==> config.mk <==
export PLATFORM = sky130hd
export DESIGN_NAME = cpu_core_mc
export DESIGN_NICKNAME = d
export VERILOG_FILES = /design/src/rtl/cpu_core_mc.sv
export SDC_FILE = /design/constraint.sdc
export NUM_CORES = 1
export LEC_CHECK = 0
export CORE_MARGIN = 10
export CORE_UTILIZATION = 30
export DETAILED_ROUTE_END_ITERATION = 16
export GPL_TIMING_DRIVEN = 0
export SLEW_MARGIN = 20
export SYNTH_ARGS = -nofsm -noshare
export SYNTH_HDL_FRONTEND = slang
export SYNTH_SLANG_ARGS = --single-unit
export TNS_END_PERCENT = 10
==> constraint.sdc <==
create_clock -name clk -period 14.5 [get_ports clk]
set_clock_uncertainty 0.15 [all_clocks]
set_input_delay 2.9 -clock clk [delete_from_list [all_inputs] [get_ports clk]]
set_output_delay 2.9 -clock clk [all_outputs]
set_load 0.01 [all_outputs]
==> src/rtl/cpu_core_mc.sv <==
// cpu_core_mc
// Multi-cycle core that fetches 32-bit instructions over a request/ready
// handshake and runs each one through FETCH, DECODE, EXECUTE and WRITEBACK.
// It holds its own register file, ALU and program counter, and stops in a
// terminal HALT state when it decodes an illegal opcode.
//
// Ports:
//   clk          single clock; all state changes on the rising edge
//   reset        asynchronous, active-high; clears all state
//   imem_req     fetch request; pc is valid while it is high
//   imem_ready   instruction memory has `instruction` valid (sampled in FETCH only)
//   instruction  fetched 32-bit word
//   pc           current byte address of the instruction, word aligned
//   halted       core stopped on an illegal opcode
//   wb_valid     a register write commits this cycle
//   wb_addr      destination register of the commit
//   wb_data      value being written
module cpu_core_mc #(
   parameter int DATA_WIDTH = 8,
   parameter int REG_COUNT  = 8,
   parameter int PC_WIDTH   = 32
) (
   input  logic                  clk,
   input  logic                  reset,
   output logic                  imem_req,
   input  logic                  imem_ready,
   input  logic [31:0]           instruction,
   output logic [PC_WIDTH-1:0]   pc,
   output logic                  halted,
   output logic                  wb_valid,
   output logic [2:0]            wb_addr,
   output logic [DATA_WIDTH-1:0] wb_data
);

   localparam int IDX_W = (REG_COUNT > 1) ? $clog2(REG_COUNT) : 1;

   typedef enum logic [2:0] {
      FETCH,
      DECODE,
      EXECUTE,
      WRITEBACK,
      HALT
   } state_t;

   state_t state;
   state_t state_next;

   logic [31:0]           ir;
   logic [DATA_WIDTH-1:0] op_a;
   logic [DATA_WIDTH-1:0] op_b;
   logic                  taken;
   logic [DATA_WIDTH-1:0] regs [REG_COUNT];

   logic [7:0]            opcode;
   logic [IDX_W-1:0]      rd_idx;
   logic [IDX_W-1:0]      rs1_idx;
   logic [IDX_W-1:0]      rs2_idx;
   logic                  is_write;
   logic                  is_legal;
   logic                  fetch_done;

   logic [DATA_WIDTH-1:0] imm_data;
   logic [DATA_WIDTH-1:0] diff;
   logic [DATA_WIDTH-1:0] alu_result;
   logic                  branch_cond;
   logic [PC_WIDTH-1:0]   pc_plus4;
   logic [PC_WIDTH-1:0]   target;

   // Instruction bits outside the defined fields carry no meaning; the upper
   // register-index bits are also ignored when REG_COUNT is below eight.
   logic unused_bits;
   assign unused_bits = ^{ir[23:19], ir[15:11], ir[10:8]};

   assign opcode     = ir[31:24];
   assign rd_idx     = ir[16 +: IDX_W];
   assign rs1_idx    = ir[8 +: IDX_W];
   assign rs2_idx    = ir[0 +: IDX_W];
   assign is_write   = (opcode <= 8'h05);
   assign is_legal   = (opcode <= 8'h08);
   assign fetch_done = (state == FETCH) && imem_req && imem_ready;

   // ALU and branch resolution. Subtraction goes through the negator path,
   // and its zero result is the only condition beq/bne look at.
   always_comb begin
      imm_data    = DATA_WIDTH'($signed(ir[7:0]));
      diff        = op_a + (~op_b + DATA_WIDTH'(1));
      alu_result  = '0;
      branch_cond = 1'b0;
      case (opcode)
         8'h00:   alu_result = imm_data;
         8'h01:   alu_result = op_b;
         8'h02:   alu_result = op_a + op_b;
         8'h03:   alu_result = diff;
         8'h04:   alu_result = op_a & op_b;
         8'h05:   alu_result = op_a | op_b;
         8'h06:   branch_cond = 1'b1;
         8'h07:   branch_cond = (diff == '0);
         8'h08:   branch_cond = (diff != '0);
         default: alu_result = '0;
      endcase
      pc_plus4 = pc + PC_WIDTH'(4);
      target   = pc_plus4 + (PC_WIDTH'($signed(ir[7:0])) << 2);
   end

   // Next-state logic. The fetch handshake only counts once imem_req is up,
   // so a ready seen in the bubble cycle right after reset is not taken.
   always_comb begin
      state_next = state;
      case (state)
         FETCH:     if (fetch_done) state_next = DECODE;
         DECODE:    state_next = is_legal ? EXECUTE : HALT;
         EXECUTE:   state_next = WRITEBACK;
         WRITEBACK: state_next = FETCH;
         HALT:      state_next = HALT;
         default:   state_next = FETCH;
      endcase
   end

   // State, registered status outputs and datapath latches. imem_req and
   // halted follow the state they will be in, so they are registered
   // alongside it. The commit outputs are loaded on the EXECUTE edge, which
   // makes them valid for exactly the WRITEBACK cycle.
   always_ff @(posedge clk or posedge reset) begin
      if (reset) begin
         state    <= FETCH;
         imem_req <= 1'b0;
         halted   <= 1'b0;
         wb_valid <= 1'b0;
         wb_addr  <= '0;
         wb_data  <= '0;
         taken    <= 1'b0;
         pc       <= '0;
         ir       <= '0;
         op_a     <= '0;
         op_b     <= '0;
      end else begin
         state    <= state_next;
         imem_req <= (state_next == FETCH);
         halted   <= (state_next == HALT);
         wb_valid <= 1'b0;
         wb_addr  <= '0;
         wb_data  <= '0;
         if (fetch_done) begin
            ir <= instruction;
         end
         if (state == DECODE) begin
            op_a <= regs[rs1_idx];
            op_b <= regs[rs2_idx];
         end
         if (state == EXECUTE) begin
            taken <= branch_cond;
            if (is_write) begin
               wb_valid <= 1'b1;
               wb_addr  <= ir[18:16];
               wb_data  <= alu_result;
            end
         end
         if (state == WRITEBACK) begin
            pc <= taken ? target : pc_plus4;
         end
      end
   end

   // Register file. It is written from the commit outputs on the closing
   // edge of WRITEBACK, so a following DECODE always sees the new value.
   always_ff @(posedge clk or posedge reset) begin
      if (reset) begin
         for (int i = 0; i < REG_COUNT; i++) begin
            regs[i] <= '0;
         end
      end else if (wb_valid) begin
         regs[rd_idx] <= wb_data;
      end
   end

endmodule

==> reports/qor.yml, run 1 <==
outcome: "complete, no violations"
cap_violations: 0
synth-warning-count: 0
setup_fix_buffers_added_after_clock_tree_synthesis: 0
wire_length_of_the_first_global_routing_pass_um: 49300
cp.arrival_ps: 5110
synthDistinctLibCells: 69
layout.filler_cells: 3494
critical-path-max-stage-delay_ps: 720
row_count: 68
number_of_cells_in_the_finished_layout_apart_from_fillers: 1611
seq_area_frac_synth_pct: 36.2
die_height_um: 206
io-pin-count: 81
synth-edff-count: 0
worst-slew-pin-transition_ps: 1160
die-width_um: 206
min-delay-path-class: "register to register"
vias: 8560
endpoint_kind: "register"
finalSetupViolations: 0
regToRegSetupSlack_ps: 9840
route.detailed.vias_per_inst: 5.31
numClockSinks: 150
synth_async_sr_flop_share_pct: 100
ant_nets: 0
postSynth.topFlopCell: "dfrtp_1"
syn_avg_cell_area_sq_um: 9.86
crit_path_top_delay_cell: "clkbuf_1"
timing.final.crit_period_ps: 4920
netlist_instances: 1053
numPortBuffers: 68
maxSlewViolCount: 0
finish.net_count: 1241
p_leak_uw: 0.00531
fin_tns_setup_ps: 0
grt_antenna_before_repair: 0
wl_cell_um: 19.1
buffers_inverters_on_critical_path: 2
yosys_register_bits: 150
max_freq_mhz: 203
seqCellArea_sq_um: 3750
worst-endpoint-required_ps: 14680
hpwlAfterDp_um: 22500
h_tree_lvl_count: 4
post-route-period-util_pct: 34.0
antenna-diode-count: 0
drt_drc_violations_left: 0
clk-insertion-delay-late_ps: 440
wirelength_um: 30800
layout_cells_sized_above_1_pct: 15.3
pwr_density_cell_nw_per_um2: 157
synthesis.area_sq_um: 10400
grt_start_max_net_pins: 90
cts_tree: "built"
die_area_sq_um: 42400
place.gp.congestion: 0.903
setup.worst_path.start_class: "input port"
number_of_gates_resized_after_cts: 0
syn2layout_area_growth_pct: 18.3
max-slew-margin-rel_pct: 21.9
crit_type: "input port to register"
vias_in_the_first_global_route: 8629
critical-path-top-delay-family: "buffers and inverters"
core_area_sq_um: 34400
ir_worst_vdd_mv: 0.101
detailedRoute.firstPassIterationCount: 8
multi_input_logic_area_sq_um: 6280
grt_overflow_total: 0
hold_buffers: 0
report.final.hold_viol_count: 0
rsz0062_at_grt: "false"
ctsLongestPathBuffers: 2
worst_setup_hold_path_clk_slew_ps: 70
numPlacedInstances: 1579
worstPathMaxFanout: 10
cts-buffers-inserted: 17
timing.critical_path.cells: "clkdlybuf4s50_1, nand3_1, nor2_1, clkbuf_1, mux2_2"
drt_iter0_drc: 754
cts.root.buffer_cell: "clkbuf_16"
initial_core_util_pct: 30.2
globalRouteTotalUtil_pct: 14.8
==> final timing paths <==
kind | start | to | cells after the start
max | imem_ready | ir[6]$_DFFE_PP0P_ | 5
min | pc[31]$_DFFE_PP0N_ | pc[31]$_DFFE_PP0N_ | 1
max reg2reg | pc[2]$_DFFE_PP0N_ | pc[30]$_DFFE_PP0N_ | 13
min reg2reg | pc[31]$_DFFE_PP0N_ | pc[31]$_DFFE_PP0N_ | 1
max in group asynchronous | reset | pc[10]$_DFFE_PP0N_ | 3
min in group asynchronous | reset | ir[17]$_DFFE_PP0P_ | 2
==> final cells by class <==
type | instances | share of cell area, %
inverters | 36 | 1.16
multi-input cells | 805 | 51.1
repair buffers | 70 | 5.83
clock buffers | 18 | 3.58
clock inverters | 14 | 1.09
well taps | 455 | 4.63
plain buffers | 63 | 2.02
flip-flops and latches | 150 | 30.6
==> flip-flops by register name (all words and copies together), names as in the netlist <==
register  flops
halted        1
imem_req      1
ir           22
op_a          8
op_b          8
pc           30
regs         64
state         3
taken         1
wb_addr       3
wb_data       8
wb_valid      1
==> cell usage in the layout (no fill, tap or decap), types with 35 or more instances in the layout <==
| cell | n |
|---|---|
| o21ai_0 | 72 |
| inv_1 | 35 |
| nand2_1 | 72 |
| clkdlybuf4s50_1 | 68 |
| a21oi_1 | 79 |
| dfrtp_1 | 149 |
| clkbuf_1 | 52 |
| mux2_2 | 87 |
| nor2_1 | 78 |
| ha_1 | 60 |
==> per-layer routing <==
layer  part of all wire (%)  GRT usage, %  vias up
li1                       -             -     4055
met1                     46          19.5     4239
met2                     47          23.9      231
met3                    5.8          3.29       35
met4                    1.4          3.96        0
met5                      0             0        -
==> synth_stat cells, types with 3 or more instances <==
| cell | count | share of area, % |
|---|---|---|
| a2111oi_0 | 3 | 0.25 |
| a211oi_1 | 7 | 0.51 |
| a21o_1 | 19 | 1.4 |
| a21oi_1 | 79 | 3.8 |
| a222oi_1 | 3 | 0.29 |
| a22oi_1 | 9 | 0.65 |
| a311oi_1 | 4 | 0.34 |
| a31oi_1 | 6 | 0.36 |
| a32oi_1 | 3 | 0.25 |
| and2_1 | 11 | 0.66 |
| and3_1 | 11 | 0.66 |
| and4_1 | 4 | 0.34 |
| buf_1 | 6 | 0.22 |
| clkbuf_1 | 52 | 1.9 |
| dfrtp_1 | 150 | 36 |
| fa_1 | 3 | 0.58 |
| ha_1 | 60 | 7.2 |
| inv_1 | 36 | 1.3 |
| mux2_2 | 87 | 9.4 |
| mux2i_1 | 24 | 2.3 |
| mux4_2 | 32 | 6.9 |
| nand2_1 | 72 | 2.6 |
| nand2b_1 | 4 | 0.24 |
| nand3_1 | 21 | 1.0 |
| nand3b_1 | 5 | 0.36 |
| nand4_1 | 14 | 0.84 |
| nor2_1 | 78 | 2.8 |
| nor2b_1 | 5 | 0.30 |
| nor3_1 | 21 | 1.0 |
| nor3b_1 | 6 | 0.43 |
| nor4_1 | 7 | 0.42 |
| nor4b_1 | 4 | 0.34 |
| o211ai_1 | 13 | 0.94 |
| o21a_1 | 4 | 0.29 |
| o21ai_0 | 72 | 3.5 |
| o21bai_1 | 9 | 0.65 |
| or2_2 | 4 | 0.24 |
| or3_1 | 10 | 0.60 |
| or4_1 | 5 | 0.36 |
| xnor2_1 | 26 | 2.2 |
| xor2_1 | 28 | 2.4 |
==> metrics by stage <==
stage | setup slack, ps | util (%) | cell area [sq um] | hold WS (ps) | total power (uW)
after floorplan | 7410 | - | 10400 | 322 | 1230
after global routing | 9450 | 35.7 | 12300 | 369 | 2080
final | 9580 | 35.7 | 12300 | 317 | 1930
after global placement | 5150 | 33.9 | 11600 | 309 | 1470
after CTS | 9560 | 35.7 | 12300 | 330 | 1930
after detailed placement | 9110 | 34.0 | 11700 | 314 | 1490
==> worst register-to-register path, stage by stage (launching register included) <==
cell	delay [ps]
dfrtp_1	510
ha_1	310
and3_1	240
nand3_1	320
nor3_1	440
xor2_1	240
ha_1	350
and2_1	210
a221o_1	370
a2111oi_0	420
o21ai_0	190
a41oi_1	360
nor4_1	90
or3_1	360
==> where the power goes <==
group	internal (uW)	leakage (uW)	switching, uW
registers	487	0.00201	93.4
logic	372	0.00302	544
clock network	232	0.000285	205
total	1090	0.00531	842
==> cells by family after synthesis <==
family / share of synthesized area (%)
AND/OR/NAND/NOR: 13.9
AO/OA/AOI/OAI: 15.1
flip-flops: 36.2
multiplexers: 18.7
buffers and inverters: 3.69
adder cells (fa/ha/maj): 7.81
XOR/XNOR: 4.56
other: 0.0361
(Power assumes the default switching activity.)
==> inputs of run 2 (changes only) <==
clock period = 4.46 ns   (was 14.5 ns; I/O delays follow)
==> run 2 against run 1 <==
Net effect: clock power rose to 3.1 times the previous value; sequential cell count unchanged; cell count increased by 0.68%; core utilization is 0.50 points higher; sequential power grew to 3.2 times the previous value; wire length fell by 0.37%; via count is 0.49% higher; global-route usage shrank 0.21 points; sequential share of layout area shrank 0.40 points.
==> reports/qor.yml, run 2 (synthesized netlist as in run 1, its figures left out) <==
largest_register: "regs"  # unchanged
ant_nets: 0  # unchanged
min-delay-path-class: "register to register"  # unchanged
vias: 8602  # was 8560
die_area_sq_um: 42400  # unchanged
number_of_cells_in_the_finished_layout_apart_from_fillers: 1622  # was 1611
worst-slew-pin-transition_ps: 1090  # was 1160 ps
globalRouteTotalUtil_pct: 14.5  # was 14.8%
numClockSinks: 150  # unchanged
ir_worst_vdd_mv: 0.282  # was 0.101 mV
cts.root.buffer_cell: "clkbuf_16"  # unchanged
critical_path.reg2reg.endpoint: "pc[30]$_DFFE_PP0N_"  # unchanged
die-width_um: 206  # unchanged
pwr_density_cell_nw_per_um2: 500  # was 157 nW/um^2
holdCritStartpoint: "pc[31]$_DFFE_PP0N_"  # unchanged
drt_drc_violations_left: 0  # unchanged
regToRegSetupSlack_ps: 190  # was 9840 ps
finish.net_count: 1252  # was 1241
post-route-period-util_pct: 95.7
route.detailed.vias_per_inst: 5.30  # was 5.31
finalSetupViolations: 0  # unchanged
wire_length_of_the_first_global_routing_pass_um: 48600  # was 49300 um
critical_path.startpoint: "pc[8]$_DFFE_PP0N_"  # was imem_ready
worst_setup_hold_path_clk_slew_ps: 60  # was 70 ps
mostFrequentLayoutCell: "dfrtp_1"  # unchanged
cellInternalPower_uw: 3550  # was 1090 uW
row_count: 68  # unchanged
vias_in_the_first_global_route: 8595  # was 8629
layout.filler_cells: 3518  # was 3494
antenna-diode-count: 0  # unchanged
core_area_sq_um: 34400  # unchanged
final_cell_mix: "dfrtp_1 (147), mux2_2 (87), a21oi_1 (79), nor2_1 (76), nand2_1 (72)"  # was dfrtp_1 (149), mux2_2 (87), a21oi_1 (79), nor2_1 (78)
grt_start_max_net_pins: 36  # was 90
hold_buffers: 0  # unchanged
grt_antenna_before_repair: 1  # was 0
largest_register_ffs: 64  # unchanged
maxSlewViolCount: 0  # unchanged
r2r_start: "pc[8]$_DFFE_PP0N_"  # was pc[2]$_DFFE_PP0N_
layout_cells_sized_above_1_pct: 17.1  # was 15.3%
cp.arrival_ps: 4430  # was 5110 ps
r2r.worst_path.cells: 15  # was 13
initial_core_util_pct: 30.2  # unchanged
place.gp.congestion: 0.888  # was 0.903
power_frac_comb_pct: 47.9  # was 47.4%
worst-endpoint-required_ps: 4620  # was 14680 ps
largest_registers: "regs (64), pc (30), ir (22)"  # unchanged
cts-buffers-inserted: 17  # unchanged
timing.final.crit_period_ps: 4270
numPortBuffers: 68  # unchanged
min_to: "pc[31]$_DFFE_PP0N_"  # unchanged
worstPathMaxFanout: 7  # was 10
max-slew-margin-rel_pct: 26.8  # was 21.9%
crit_type: "register to register"  # was input port to register
outcome: "complete, no violations"  # unchanged
grt_overflow_total: 0  # unchanged
hold_path_depth: 1  # unchanged
numPlacedInstances: 1586  # was 1579
detailedRoute.firstPassIterationCount: 4  # was 8
setup.worst_path.start_class: "register"  # was input port
switching_share_pct: 42.9  # was 43.6%
max_freq_mhz: 234
cts_tree: "built"  # unchanged
syn2layout_area_growth_pct: 19.9  # was 18.3%
power_switching_uw: 2670  # was 842 uW
hpwlAfterDp_um: 22900  # was 22500 um
cap_violations: 0  # unchanged
io-pin-count: 81  # unchanged
die_height_um: 206  # unchanged
wl_cell_um: 18.9  # was 19.1 um
design_power_total_uw: 6230  # was 1930 uW
wirelength_um: 30700  # was 30800 um
report.final.hold_viol_count: 0  # unchanged
share_clk_of_total_power_pct: 22.0  # was 22.6%
clk-insertion-delay-late_ps: 430  # was 440 ps
seq_power_share_pct: 30.1  # was 30.0%
p_leak_uw: 0.00541  # was 0.00531 uW
endpoint_kind: "register"  # unchanged
h_tree_lvl_count: 4  # unchanged
ctsLongestPathBuffers: 2  # unchanged
drt_iter0_drc: 524  # was 754
==> run 2: cell count changes in the layout (fill, tap and decap cells not counted), sizes merged <==
cell / delta
inv: -3
clkinv: -2
clkinvlp: +3
clkbuf: +2
buf: +11
==> run 2: worst max-delay path, cell delays in order (launching register included) <==
cell and delay, ps:
dfrtp_1 340, buf_2 200, nand4_2 130, or3_1 370
buf_2 190, nor2_2 160, nand4_1 170, xnor2_2 270
ha_1 330, and2_1 220, a221o_1 390, a2111oi_2 330
o21ai_1 150, a41oi_2 300, nor4_1 90, or3_1 360
==> run 2: per-stage QoR <==
| stage | TNS [ps] | worst slack, ps | hold slack (ps) | util (%) | area, sq um |
|---|---|---|---|---|---|
| 2_1_floorplan | 0 | 593 | 322 | - | 10400 |
| 4_1_cts | 0 | 12.5 | 328 | 36.0 | 12400 |
| 5_1_grt | -3.20 | -3.20 | 334 | 36.2 | 12500 |
| 3_3_place_gp | -496 | -344 | 315 | 33.9 | 11600 |
| 6_report | 0 | 192 | 324 | 36.2 | 12500 |
| 3_5_place_dp | -550 | -303 | 314 | 34.3 | 11800 |
==> run 2: metal layers <==
layer	wire length (um)	part of all wire (%)	vias to the layer above	GRT usage (%)
li1	-	-	4078	-
met1	14000	46	4278	18.8
met2	14700	48	212	24.5
met3	1450	4.7	34	2.51
met4	537	1.8	0	3.94
met5	0	0	-	0
==> run 2: power groups by stage <==
stage          sequential [uW]  combinational, uW  clock [uW]
3_5_place_dp              1900               2960           0
6_report                  1870               2990        1370
4_1_cts                   1870               2970        1400
2_1_floorplan             1810               2200           0
5_1_grt                   1920               3330        1460
3_3_place_gp              1900               2890           0
==> run 2: cell type report <==
| class | count | area, sq um | share of cell area [%] |
|---|---|---|---|
| plain buffers | 63 | 250 | 2.01 |
| clock buffers | 20 | 457 | 3.67 |
| clock inverters | 12 | 91.3 | 0.733 |
| inverters | 36 | 139 | 1.12 |
| multi-input cells | 805 | 6340 | 50.9 |
| flip-flops and latches | 150 | 3760 | 30.2 |
| well taps | 455 | 569 | 4.57 |
| repair buffers | 81 | 848 | 6.81 |
==> run 2: worst max-delay path by stage <==
stage	endpoint	slack (ps)
after floorplan	pc[30]$_DFFE_PP0N_	590
after CTS	pc[26]$_DFFE_PP0N_	10
final	pc[30]$_DFFE_PP0N_	190
after global placement	pc[31]$_DFFE_PP0N_	-340
after detailed placement	pc[31]$_DFFE_PP0N_	-300
after global routing	pc[30]$_DFFE_PP0N_	-3
==> run 2: repair_timing <==
action	CTS	global route
pin swaps	0	2
resized for setup	6	15
setup buffers	0	4
setup endpoints to repair	3	5
==> inputs of run 3 (changes only) <==
clock period = 4.82 ns   (was 4.46 ns; I/O delays follow)
==> run 3 against run 2 <==
Net effect: register-to-register slack improved by 40 ps; via count fell by 0.40%; first-iteration DRC count rose by 13%; non-clock buffer count fell by 4; cell count fell by 0.25%; die area did not move; core utilization fell by 0.21 points; power fell by 7.7%; highest routed layer unchanged; fmax fell by 7.0%.
==> reports/qor.yml, run 3 (synthesized netlist as in run 1, its figures left out) <==
die_height_um: 206  # unchanged
ir_worst_vdd_mv: 0.260  # was 0.282 mV
drt_drc_violations_left: 0  # unchanged
crit_path_top_delay_cell: "dfrtp_1"  # was a221o_1
maxSlewViolCount: 0  # unchanged
numClockSinks: 150  # unchanged
timing.critical_path.cells: "ha_1, and3_1, nand3_1, nor3_2, xor2_1, ha_1, and2_1, a221o_1, a2111oi_0, o21ai_0, a41oi_2, nor4_1, or3_1"  # was buf_2, nand4_2, or3_1, buf_2, nor2_2, nand4_1, xnor2_2, ha_1, and2_1, a221o_1, a2111oi_2, o21ai_1, a41oi_2, nor4_1, or3_1
detailed_place.area_sq_um: 11800  # unchanged
finish.net_count: 1248  # was 1252
die-width_um: 206  # unchanged
max-slew-margin-rel_pct: 25.9  # was 26.8%
syn2layout_area_growth_pct: 19.2  # was 19.9%
final_cell_mix: "dfrtp_1 (149), mux2_2 (87), a21oi_1 (79), nor2_1 (78)"  # was dfrtp_1 (147), mux2_2 (87), a21oi_1 (79), nor2_1 (76), nand2_1 (72)
mostFrequentLayoutCell: "dfrtp_1"  # unchanged
h_tree_lvl_count: 4  # unchanged
wirelength_um: 30600  # was 30700 um
detailedRoute.firstPassIterationCount: 7  # was 4
route.detailed.vias_per_inst: 5.30  # about the same
layout_cells_sized_above_1_pct: 15.9  # was 17.1%
cap_violations: 0  # unchanged
io-pin-count: 81  # unchanged
numPortBuffers: 68  # unchanged
hold_buffers: 0  # unchanged
wl_cell_um: 18.9  # about the same
grt_overflow_total: 0  # unchanged
number_of_gates_resized_after_cts: 1  # was 6
die_area_sq_um: 42400  # unchanged
initial_core_util_pct: 30.2  # unchanged
setup.worst_path.start_class: "register"  # unchanged
max_freq_mhz: 218  # was 234 MHz
vias_in_the_first_global_route: 8595  # unchanged
setup_fix_buffers_added_after_clock_tree_synthesis: 0  # unchanged
timing.final.crit_period_ps: 4590  # was 4270 ps
seqCellArea_sq_um: 3750  # was 3760 sq um
endpoint_kind: "register"  # unchanged
pwr_density_cell_nw_per_um2: 464  # was 500 nW/um^2
post-route-period-util_pct: 95.2  # was 95.7%
antenna-diode-count: 0  # unchanged
largest_register_ffs: 64  # unchanged
worstPathMaxFanout: 8  # was 7
fin_tns_setup_ps: 0  # unchanged
worst-slew-pin-transition_ps: 1110  # was 1090 ps
globalRouteTotalUtil_pct: 14.5  # about the same
largest_register: "regs"  # unchanged
worst_setup_hold_path_clk_slew_ps: 60  # about the same
place.gp.congestion: 0.888  # unchanged
cts-buffers-inserted: 17  # unchanged
largest_registers: "regs (64), pc (30), ir (22)"  # unchanged
finalSetupViolations: 0  # unchanged
ctsLongestPathBuffers: 2  # unchanged
min-delay-path-class: "register to register"  # unchanged
grt_start_max_net_pins: 36  # unchanged
report.final.hold_viol_count: 0  # unchanged
design_power_total_uw: 5750  # was 6230 uW
grt_antenna_before_repair: 1  # unchanged
core_area_sq_um: 34400  # unchanged
wire_length_of_the_first_global_routing_pass_um: 48600  # about the same
multi_input_logic_area_sq_um: 6300  # was 6340 sq um
vias: 8568  # was 8602
row_count: 68  # unchanged
outcome: "complete, no violations"  # unchanged
p_leak_uw: 0.00536  # was 0.00541 uW
layout.filler_cells: 3530  # was 3518
worst-endpoint-required_ps: 4980  # was 4620 ps
crit_type: "register to register"  # unchanged
cp.arrival_ps: 4750  # was 4430 ps
critical-path-max-stage-delay_ps: 490  # was 390 ps
cts_tree: "built"  # unchanged
ant_nets: 0  # unchanged
postLayoutCellArea_sq_um: 12400  # was 12500 sq um
crit_path_frequent_cell: "ha_1"
drt_iter0_drc: 592  # was 524
cts.root.buffer_cell: "clkbuf_16"  # unchanged
clk-insertion-delay-late_ps: 430  # about the same
hpwlAfterDp_um: 22900  # unchanged
## run 3: changes by cell type in the layout (fill, tap and decap cells not counted), sizes merged
cell	before	now
buf	23	19
## run 3: report_power, final
part	switching, uW	total [uW]	internal (uW)
Clock	571	1260	693
Combinational	1630	2750	1120
Sequential	269	1730	1460
Total	2470	5750	3280
## run 3: worst paths after layout
kind	startpoint	endpoint	slack, ps	cells past startpoint
max	pc[2]$_DFFE_PP0N_	pc[30]$_DFFE_PP0N_	230	13
min	pc[31]$_DFFE_PP0N_	pc[31]$_DFFE_PP0N_	320	1
min in group asynchronous	reset	wb_valid$_DFF_PP0_	830	2
min reg2reg	pc[31]$_DFFE_PP0N_	pc[31]$_DFFE_PP0N_	320	1
max in group asynchronous	reset	ir[7]$_DFFE_PP0P_	2950	4
max reg2reg	pc[2]$_DFFE_PP0N_	pc[30]$_DFFE_PP0N_	230	13
## run 3: layer usage
metal	GRT usage (%)	wire [um]	share of wire, %	vias up
li1	-	-	-	4066
met1	18.8	13900	46	4234
met4	3.94	503	1.6	0
met5	0	0	0	-
met2	24.5	14700	48	239
met3	2.51	1480	4.8	29
## run 3: layout make-up
class	instances	share of cell area, %
clock buffers	20	3.69
multi-input cells	805	50.9
repair buffers	77	6.61
inverters	36	1.12
well taps	455	4.60
plain buffers	63	2.00
clock inverters	12	0.738
flip-flops and latches	150	30.3
## run 3: through the flow
| step | utilization, % | cells | hold slack [ps] | worst slack [ps] |
|---|---|---|---|---|
| 6_report | 36.0 | 1618 | 324 | 229 |
| 4_1_cts | 35.9 | 1618 | 328 | 84.8 |
| 2_1_floorplan | - | 1054 | 322 | 953 |
| 3_5_place_dp | 34.3 | 1586 | 314 | 56.7 |
| 3_3_place_gp | 33.9 | 1577 | 315 | 16.3 |
| 5_1_grt | 36.0 | 1618 | 334 | -9.43 |
## run 3: critical path, delay by kind of cell, from the launching register on
family	cells	cell delay (ps)
compound gates	4	1320
simple gates	6	1640
fa+ha+maj	2	640
xor+xnor	1	220
flops	1	490
